$ cat src/rtl/lane_pkg.sv
`default_nettype none
// ============================================================================
//  Module   : lane_pkg
//  Brief    : Shared types for the lane frame sequencer: FSM state encoding,
//             the buffered lane result record and small sizing helpers.
//  Revision : 1.0 - initial release
// ============================================================================
package lane_pkg;

  // Boundary fields are stored at a fixed width so the record type does not
  // depend on the image width; the top truncates back to its own BW.
  localparam int c_pos_w = 16;

  typedef enum logic [1:0] {
    IDLE   = 2'd0,
    STREAM = 2'd1,
    RESYNC = 2'd2
  } state_e;

  typedef struct packed {
    logic [3:0]         num_lanes;
    logic [3:0]         cur_lane;
    logic [c_pos_w-1:0] left;
    logic [c_pos_w-1:0] right;
    logic [7:0]         frame_id;
  } lane_result_t;

  // Empty buffer contents; id 0xFF makes the first captured result id 0.
  localparam lane_result_t c_result_reset = '{
    num_lanes : 4'd0,
    cur_lane  : 4'd0,
    left      : '0,
    right     : '0,
    frame_id  : 8'hFF
  };

  // Bits needed to hold values 0..max_count (at least one bit).
  function automatic int cnt_width(input int max_count);
    return (max_count < 2) ? 1 : $clog2(max_count + 1);
  endfunction

endpackage
`default_nettype wire

$ cat src/rtl/counter.sv
`default_nettype none
// ============================================================================
//  Module   : counter
//  Brief    : Wrapping up-counter 0..MAX_COUNT with synchronous clear.
//             Clear has priority over increment.
//  Revision : 1.0 - initial release
// ============================================================================
module counter #(
  parameter int MAX_COUNT = 7,
  parameter int WIDTH     = 3
) (
  input  logic             clk,
  input  logic             rst_n,
  input  logic             clr,
  input  logic             inc,
  output logic [WIDTH-1:0] count
);

  logic [WIDTH-1:0] count_q;
  logic [WIDTH-1:0] count_d;
  logic             at_max;

  assign at_max = (count_q == WIDTH'(MAX_COUNT));

  // Next count: clear, wrap at MAX_COUNT, or step by one.
  always_comb begin
    count_d = count_q;
    if (clr) begin
      count_d = '0;
    end else if (inc) begin
      count_d = at_max ? '0 : count_q + WIDTH'(1);
    end
  end

  // Count register.
  always_ff @(posedge clk or negedge rst_n) begin
    if (!rst_n) begin
      count_q <= '0;
    end else begin
      count_q <= count_d;
    end
  end

  assign count = count_q;

endmodule
`default_nettype wire

$ cat src/rtl/lane_result_buffer.sv
`default_nettype none
// ============================================================================
//  Module   : lane_result_buffer
//  Brief    : One-entry valid/ready result register. A capture into a full,
//             stalled entry overwrites it and bumps a saturating drop count;
//             capture and consume in the same cycle just reloads the entry.
//  Revision : 1.0 - initial release
// ============================================================================
module lane_result_buffer
  import lane_pkg::*;
(
  input  logic         clk,
  input  logic         rst_n,
  input  logic         cap_valid,
  input  lane_result_t cap_data,
  input  logic         res_ready,
  output logic         res_valid,
  output lane_result_t res_data,
  output logic [7:0]   drop_cnt
);

  logic         valid_q, valid_d;
  lane_result_t data_q,  data_d;
  logic [7:0]   drop_q,  drop_d;

  // Entry update: capture wins over consume; overwrite of a stalled entry counts a drop.
  always_comb begin
    valid_d = valid_q;
    data_d  = data_q;
    drop_d  = drop_q;
    if (cap_valid) begin
      valid_d = 1'b1;
      data_d  = cap_data;
      if (valid_q && !res_ready && (drop_q != 8'hFF)) begin
        drop_d = drop_q + 8'd1;
      end
    end else if (valid_q && res_ready) begin
      valid_d = 1'b0;
    end
  end

  // Entry registers.
  always_ff @(posedge clk or negedge rst_n) begin
    if (!rst_n) begin
      valid_q <= 1'b0;
      data_q  <= c_result_reset;
      drop_q  <= 8'd0;
    end else begin
      valid_q <= valid_d;
      data_q  <= data_d;
      drop_q  <= drop_d;
    end
  end

  assign res_valid = valid_q;
  assign res_data  = data_q;
  assign drop_cnt  = drop_q;

endmodule
`default_nettype wire

$ cat src/rtl/lane_frame_sequencer.sv
`default_nettype none
// ============================================================================
//  Module   : lane_frame_sequencer
//  Brief    : Aligns the lane decision block to frame boundaries, forwards
//             complete frames, resynchronises the block on misalignment or a
//             missing result, and buffers each frame's lane result.
//  Revision : 1.0 - initial release
// ============================================================================
module lane_frame_sequencer
  import lane_pkg::*;
#(
  parameter  int IMG_WIDTH      = 640,
  parameter  int IMG_LENGTH     = 640,
  parameter  int RESULT_TIMEOUT = 8,
  parameter  int RESYNC_CYCLES  = 2,
  localparam int BW             = $clog2(IMG_WIDTH) + 1
) (
  input  logic          clk,
  input  logic          rst_n,
  input  logic          enable,
  input  logic          pix_valid,
  input  logic          pix_sof,
  input  logic          pix_th1,
  input  logic          pix_th2,
  output logic          dec_rst_n,
  output logic          dec_valid,
  output logic          dec_th1,
  output logic          dec_th2,
  input  logic          dec_out_valid,
  input  logic [3:0]    dec_num_lanes,
  input  logic [3:0]    dec_cur_lane,
  input  logic [BW-1:0] dec_left,
  input  logic [BW-1:0] dec_right,
  output logic          res_valid,
  input  logic          res_ready,
  output logic [3:0]    res_num_lanes,
  output logic [3:0]    res_cur_lane,
  output logic [BW-1:0] res_left,
  output logic [BW-1:0] res_right,
  output logic [7:0]    res_frame_id,
  output logic          frame_err,
  output logic [7:0]    drop_cnt,
  output logic          busy
);

  localparam int COL_W = cnt_width(IMG_WIDTH - 1);
  localparam int ROW_W = cnt_width(IMG_LENGTH - 1);
  localparam int TMO_W = cnt_width(RESULT_TIMEOUT - 1);
  localparam int RSY_W = cnt_width(RESYNC_CYCLES - 1);

  state_e           state_q, state_d;
  logic [RSY_W-1:0] rsy_cnt_q, rsy_cnt_d;
  logic [TMO_W-1:0] tmo_cnt_q, tmo_cnt_d;
  logic             pending_q, pending_d;
  logic             dec_valid_q, dec_valid_d;
  logic             dec_th1_q, dec_th1_d;
  logic             dec_th2_q, dec_th2_d;
  logic             dec_rst_n_q, dec_rst_n_d;
  logic             frame_err_q, frame_err_d;

  logic             fwd;
  logic             last_pix;
  logic             early_sof;
  logic             enter_resync;
  logic             capture;
  logic             stray;
  logic             timeout;

  logic [COL_W-1:0] col;
  logic [ROW_W-1:0] row;
  logic             col_last;
  logic             row_last;

  lane_result_t     cap_data;
  lane_result_t     buf_data;
  logic             unused_pos_hi;

  // Result tracking is independent of the FSM: a result is only accepted
  // while a completed frame is waiting for it.
  assign capture  = dec_out_valid & pending_q;
  assign stray    = dec_out_valid & ~pending_q;
  // A result arriving in the final window cycle still counts as on time.
  assign timeout  = pending_q & ~dec_out_valid & (tmo_cnt_q == '0);

  assign col_last = (col == COL_W'(IMG_WIDTH - 1));
  assign row_last = (row == ROW_W'(IMG_LENGTH - 1));

  // Column position within the frame; the sof pixel advances it to 1.
  counter #(
    .MAX_COUNT (IMG_WIDTH - 1),
    .WIDTH     (COL_W)
  ) u_col_cnt (
    .clk   (clk),
    .rst_n (rst_n),
    .clr   (enter_resync),
    .inc   (fwd),
    .count (col)
  );

  // Row position; advances when the column wraps.
  counter #(
    .MAX_COUNT (IMG_LENGTH - 1),
    .WIDTH     (ROW_W)
  ) u_row_cnt (
    .clk   (clk),
    .rst_n (rst_n),
    .clr   (enter_resync),
    .inc   (fwd & col_last),
    .count (row)
  );

  // Frame alignment FSM: selects forwarded pixels and decides when to resync.
  always_comb begin
    state_d      = state_q;
    rsy_cnt_d    = rsy_cnt_q;
    fwd          = 1'b0;
    last_pix     = 1'b0;
    early_sof    = 1'b0;
    enter_resync = 1'b0;
    case (state_q)
      IDLE: begin
        if (pix_valid && pix_sof && enable) begin
          fwd     = 1'b1;
          state_d = STREAM;
        end
      end
      STREAM: begin
        if (pix_valid) begin
          if (pix_sof) begin
            early_sof = 1'b1;
            state_d   = RESYNC;
          end else begin
            fwd = 1'b1;
            if (col_last && row_last) begin
              last_pix = 1'b1;
              state_d  = IDLE;
            end
          end
        end
      end
      RESYNC: begin
        if (rsy_cnt_q == '0) begin
          state_d = IDLE;
        end else begin
          rsy_cnt_d = rsy_cnt_q - RSY_W'(1);
        end
      end
      default: begin
        state_d = IDLE;
      end
    endcase
    // A missing result abandons any in-flight frame and drops a coincident sof.
    if (timeout) begin
      fwd      = 1'b0;
      last_pix = 1'b0;
      state_d  = RESYNC;
    end
    enter_resync = (state_d == RESYNC) && (state_q != RESYNC);
    if (enter_resync) begin
      rsy_cnt_d = RSY_W'(RESYNC_CYCLES - 1);
    end
  end

  // Pending/timeout tracking and next values of the registered outputs.
  always_comb begin
    pending_d = pending_q;
    tmo_cnt_d = tmo_cnt_q;
    if (state_d == RESYNC) begin
      pending_d = 1'b0;
    end else if (last_pix) begin
      pending_d = 1'b1;
    end else if (capture) begin
      pending_d = 1'b0;
    end
    if (last_pix) begin
      tmo_cnt_d = TMO_W'(RESULT_TIMEOUT - 1);
    end else if (pending_q && (tmo_cnt_q != '0)) begin
      tmo_cnt_d = tmo_cnt_q - TMO_W'(1);
    end
    dec_valid_d = fwd;
    dec_th1_d   = fwd & pix_th1;
    dec_th2_d   = fwd & pix_th2;
    dec_rst_n_d = (state_d != RESYNC);
    frame_err_d = early_sof | stray | timeout;
  end

  // Control and output registers; dec_rst_n is held low while in reset.
  always_ff @(posedge clk or negedge rst_n) begin
    if (!rst_n) begin
      state_q     <= IDLE;
      rsy_cnt_q   <= '0;
      tmo_cnt_q   <= '0;
      pending_q   <= 1'b0;
      dec_valid_q <= 1'b0;
      dec_th1_q   <= 1'b0;
      dec_th2_q   <= 1'b0;
      dec_rst_n_q <= 1'b0;
      frame_err_q <= 1'b0;
    end else begin
      state_q     <= state_d;
      rsy_cnt_q   <= rsy_cnt_d;
      tmo_cnt_q   <= tmo_cnt_d;
      pending_q   <= pending_d;
      dec_valid_q <= dec_valid_d;
      dec_th1_q   <= dec_th1_d;
      dec_th2_q   <= dec_th2_d;
      dec_rst_n_q <= dec_rst_n_d;
      frame_err_q <= frame_err_d;
    end
  end

  // Assemble the captured record; the id follows the last buffered one.
  always_comb begin
    cap_data           = c_result_reset;
    cap_data.num_lanes = dec_num_lanes;
    cap_data.cur_lane  = dec_cur_lane;
    cap_data.left      = c_pos_w'(dec_left);
    cap_data.right     = c_pos_w'(dec_right);
    cap_data.frame_id  = buf_data.frame_id + 8'd1;
  end

  lane_result_buffer u_result_buf (
    .clk       (clk),
    .rst_n     (rst_n),
    .cap_valid (capture),
    .cap_data  (cap_data),
    .res_ready (res_ready),
    .res_valid (res_valid),
    .res_data  (buf_data),
    .drop_cnt  (drop_cnt)
  );

  // Upper boundary bits are always zero; they only exist in the shared record.
  assign unused_pos_hi = |{buf_data.left >> BW, buf_data.right >> BW};

  assign res_num_lanes = buf_data.num_lanes;
  assign res_cur_lane  = buf_data.cur_lane;
  assign res_left      = BW'(buf_data.left);
  assign res_right     = BW'(buf_data.right);
  assign res_frame_id  = buf_data.frame_id;

  assign dec_rst_n = dec_rst_n_q;
  assign dec_valid = dec_valid_q;
  assign dec_th1   = dec_th1_q;
  assign dec_th2   = dec_th2_q;
  assign frame_err = frame_err_q;
  assign busy      = (state_q != IDLE) | pending_q;

endmodule
`default_nettype wire

$ cat config.mk
export PLATFORM = sky130hd
export DESIGN_NAME = lane_frame_sequencer
export DESIGN_NICKNAME = d
export VERILOG_FILES = /design/src/rtl/lane_pkg.sv /design/src/rtl/counter.sv /design/src/rtl/lane_result_buffer.sv /design/src/rtl/lane_frame_sequencer.sv
export SDC_FILE = /design/constraint.sdc
export NUM_CORES = 1
export LEC_CHECK = 0
export CORE_MARGIN = 2
export CORE_UTILIZATION = 30
export CTS_CLUSTER_DIAMETER = 200
export DETAILED_ROUTE_END_ITERATION = 6
export PLACE_DENSITY = 0.55
export SLEW_MARGIN = 20
export SYNTH_ARGS = -nofsm -noshare
export SYNTH_HDL_FRONTEND = slang
export SYNTH_HIERARCHICAL = 1
export SYNTH_SLANG_ARGS = --single-unit
$ cat constraint.sdc
create_clock -name clk -period 3.1 [get_ports clk]
set_input_delay 0.62 -clock clk [delete_from_list [all_inputs] [get_ports clk]]
set_output_delay 0.62 -clock clk [all_outputs]
set_load 0.005 [all_outputs]
---- Word-level counts from Yosys, hierarchy flattened ----
Index checks and enable logic that the tools add are counted.
word-level totals
  bits of input ports ..................... 39
  register bits after elaboration ......... 79
  word-level logic and storage cells ...... 100
  output and inout bits ................... 53
cells by class
  equality and inequality tests ........... 8
  bitwise gates (word level) .............. 12
  add/subtract/negate cells ............... 6
  mux-type cells .......................... 36
  reduce and logical (&&, ||, !) cells .... 20
operators with widths
  kind                   number
  $mux 10                6
  $add 10x1->10 const B  2
  $eq 10x10->1 const B   2
  $mux 1                 20
  $add 8x1->8 const B    2
  $mux 2                 6
  $reduce_bool 2->1      6
  $logic_and 1x1->1      8
  $ne 8x8->1 const B     1
  $and 1x1->1            7
  $mux 3                 2
  $pmux 2 s3             1
  $reduce_bool 3->1      2
  $eq 2x2->1 const B     2
  $ne 2x2->1 const B     2
  $logic_not 3->1        1
  $or 1x1->1             3
  $sub 3x1->3 const B    1
  $eq 2x1->1 const B     1
  $logic_not 2->1        1
  $not 1->1              2
  $pmux 1 s2             1
  $reduce_and 2->1       1
  $logic_not 1->1        1
  $sub 1x1->1 const B    1

---- Logic depth before layout (Yosys ltp) ----
  depth in word-level cells ............... 10
  depth in mapped cells ................... 10
  mapped depth without buffers ............ 9

---- Hierarchy ----
Netlist, hierarchy kept.
by module, submodules not included
  module                area an instance (um^2)  seq. area each (um^2)  times used  cells each
  lane_result_buffer    2263.4                   1436.4                 1           148
  counter               574.3                    250.2                  2           55
  lane_frame_sequencer  794.5                    300.3                  1           78

---- Worst setup path before layout ----
Ideal clock, no wire load.
  kind .................................... input to register
  start point ............................. input pix_valid
  end point ............................... register u_row_cnt.count_q[9] (netlist: u_row_cnt/count[9])
  cell stages on the path ................. 8
  data arrival time ....................... 2.216 ns
  setup time .............................. 0.073 ns
  setup slack ............................. 0.810 ns
  data required time ...................... 3.027 ns
  buffers on the path ..................... 1
  path through ............................ nor2b_1 nor2b_2 o21a_2 and2_2 clkbuf_2 o2111ai_2 or4_4 a21oi_2
on the way
  elaborated cells between the ends (all ways) .. 15
  classes of those cells .................. eq/ne: 1; mux: 9; bitwise: 1; reduce/logical: 4
RTL lines
  what                             RTL line                     text
  start: declaration               lane_frame_sequencer.sv:21   input logic pix_valid,
  $logic_and 1x1->1 (2 in series)  lane_frame_sequencer.sv:122  if (pix_valid && pix_sof && enable) begin
  $mux 1                           lane_frame_sequencer.sv:122
  $pmux 1 s2 *                     lane_frame_sequencer.sv:120  case (state_q)
  $mux 1 *                         lane_frame_sequencer.sv:153  if (timeout) begin
  via dec_valid_d                  lane_frame_sequencer.sv:55   logic dec_valid_q, dec_valid_d;
  $and 1x1->1 *                    lane_frame_sequencer.sv:108  .inc (fwd & col_last),
  $reduce_bool 2->1 (no line) *    --
  end signal: assignment           counter.sv:40                count_q <= count_d;
  end: declaration                 counter.sv:19                logic [WIDTH-1:0] count_q;
The timed path passes the listed nets; every way through them passes the cells marked *.
A chain may end at the register's enable or synchronous reset.

---- Final worst setup path ----
Ends and elaborated chain as after synthesis.

==> results.sh <==
export IMPL_required_ns=3.36
export IMPL_final_area_um2=5280
export IMPL_cap_violations=0
export IMPL_setup_ws_ns=0.581
export IMPL_place_ws_ns=0.233
export IMPL_io_pins=92
export IMPL_ir_worst_vdd_uv=185
export IMPL_cp_max_fo=8
export IMPL_fp_coreArea_um2=12600
export IMPL_vias_per_cell=4.80
export IMPL_synth_area_per_cell_um2=12.2
export IMPL_crit_chain="clkdlybuf4s50_1 -> nor2b_1 -> nor2b_2 -> o21a_2 -> and2_2 -> o2111ai_2 -> or4_4 -> a21oi_2"
export IMPL_die_h_um=117
export IMPL_sw_frac_of_total_pct=23.8
export IMPL_status="completed"
export IMPL_sequentialPowerShare_pct=44.8
export IMPL_grt_pass1_wl_mm=13.7
export IMPL_rsz0062_at_grt="no"
export IMPL_slew_headroom_pct=51.2
export IMPL_grt_max_degree=80
export IMPL_arrival_ns=2.78
export IMPL_syn_inst=315
export IMPL_cts_setup_buffers=0
export IMPL_place_area_um2=4960
export IMPL_grt_pass1_vias=2811
export IMPL_n_antenna_cell=0
export IMPL_crit_start="pix_valid"
export IMPL_track_usage_pct=12.8
export IMPL_via_count=2819
export IMPL_setup_violations_final=0
export IMPL_nets=455
export IMPL_clock_skew_ns=0.00729
export IMPL_n_fill_cell=1192
export IMPL_synth_area_um2=3840
export IMPL_hold_path_class="input port to asynchronous set/reset pin"
export IMPL_drc=0
export IMPL_fin_crit_ns=2.52
export IMPL_crit_path_top_delay_cell="or4_4"
export IMPL_final_setup_tns_ns=0
export IMPL_ctsHoldBuffers=0
export IMPL_layout_common_cells="90 x clkdlybuf4s50_1, 71 x dfrtp_1, 41 x mux2_2"
export IMPL_slew_violations=0
export IMPL_dp_hpwl_mm=5.73
export IMPL_io_buffer_count=91
export IMPL_p_clk_share_pct=44.6
export IMPL_start_util_pct=30.6
export IMPL_fin_crit_sh_pct=81.3
export IMPL_synth_nets=360
export IMPL_drtIter0Drc=109
export IMPL_r2r_start="tmo_cnt_q[0]"
export IMPL_clk_latency_ns=0.34
export IMPL_die_area_um2=13700
export IMPL_row_count=41
export IMPL_p_leak_uw=0.00240
export IMPL_final_hold_viol_count=0
export IMPL_ant_nets=0
export IMPL_cts_resized_gates=0
export IMPL_place_congestion=0.835
export IMPL_tightestPinTransition_ns=0.732
export IMPL_cts_tree="yes"
export IMPL_worstSetupEndpointType="flip-flop"
export IMPL_final_layout_size_suffix_gt1_share_pct=23.6
export IMPL_numCtsBuffers=9
export IMPL_cts_max_level=3
export IMPL_r2r_cells=9
export IMPL_crit_type="input port to flip-flop"
export IMPL_totalWireLength_mm=8.12
export IMPL_worstSetupStartpointType="input port"
export IMPL_clockBufferDepth=2
export IMPL_switchingPower_uw=602
export IMPL_antenna_found_initial=0
export IMPL_drtPass1Iterations=4
export IMPL_avgRoutedWirePerCell_um=13.8
export IMPL_final_common_cell="clkdlybuf4s50_1"
export IMPL_comb_power_share_pct=10.6
export IMPL_cts_num_sinks=79
export IMPL_critPathMaxStageDelay_ns=0.53
export IMPL_utilization_pct=42.0
export IMPL_grt_overflow_total=0
export IMPL_fmax_mhz=397
export IMPL_pwr_density_cell_nw_per_um2=479
export IMPL_die_w_um=117
export IMPL_p_int_uw=1930
export IMPL_clk_pin_slew_ns=0.06
export IMPL_syn_to_final_growth_pct=37.5
export IMPL_cts_root_buf="clkbuf_16"
export IMPL_ys_warn_count=6
==> path summary, 6_finish.rpt <==
check	endpoint	slack, ns
max in group asynchronous	u_result_buf/res_data[30]	2.28
min in group clk	u_result_buf/res_data[45]	0.50
setup reg to reg	u_col_cnt/count[9]	0.71
hold reg to reg	u_result_buf/res_data[45]	0.50
hold / removal	u_result_buf/res_data[40]	0.30
setup / recovery	u_row_cnt/count[9]	0.58
==> state kept, by name (all words and copies together), names as in the netlist <==
register and count:
u_row_cnt/count 10, state_q 2, u_col_cnt/count 10, dec_th1 1, dec_valid 1, pending_q 1, rsy_cnt_q 1, frame_err 1
u_result_buf/res_data 38, tmo_cnt_q 3, dec_th2 1, u_result_buf/res_valid 1, u_result_buf/drop_cnt 8, dec_rst_n 1
==> metal layers <==
metal	wire [um]	vias to the layer above	global-route usage (%)
li1	-	1334	-
met1	3560	1406	16.2
met2	3910	68	20.3
met3	528	11	4.02
met4	128	0	5.10
met5	0	-	0
==> layout make-up <==
type	count	area, um2	area share, %
Sequential cell	79	1990	37.6
Multi-Input combinational cell	206	1720	32.6
Timing Repair Buffer	94	960	18.2
Clock buffer	9	225	4.26
Tap cell	172	215	4.07
Clock inverter	7	95.1	1.80
Inverter	20	75.1	1.42
==> worst max-delay path: cells and delay by family <==
kind	cells	cell delay [ns]
buffers and inverters	1	0.51
AND/OR/NAND/NOR	4	1.16
AO/OA/AOI/OAI	3	0.49
==> power groups by stage <==
| stage | clock, uW | sequential (uW) | combinational (uW) |
|---|---|---|---|
| after floorplan | 0 | 1140 | 125 |
| after global placement | 0 | 1150 | 271 |
| after detailed placement | 0 | 1150 | 274 |
| after CTS | 1170 | 1130 | 275 |
| after global routing | 1210 | 1140 | 305 |
| final | 1130 | 1130 | 269 |
==> per-stage QoR <==
| stage | power (uW) | std cells | hold WS (ns) |
|---|---|---|---|
| after floorplan | 1260 | 315 | 0.324 |
| after global placement | 1420 | 571 | 0.489 |
| after detailed placement | 1420 | 571 | 0.483 |
| after CTS | 2580 | 587 | 0.495 |
| after global routing | 2660 | 587 | 0.386 |
| final | 2530 | 587 | 0.303 |
No activity file was read; power rests on OpenSTA's default activity.
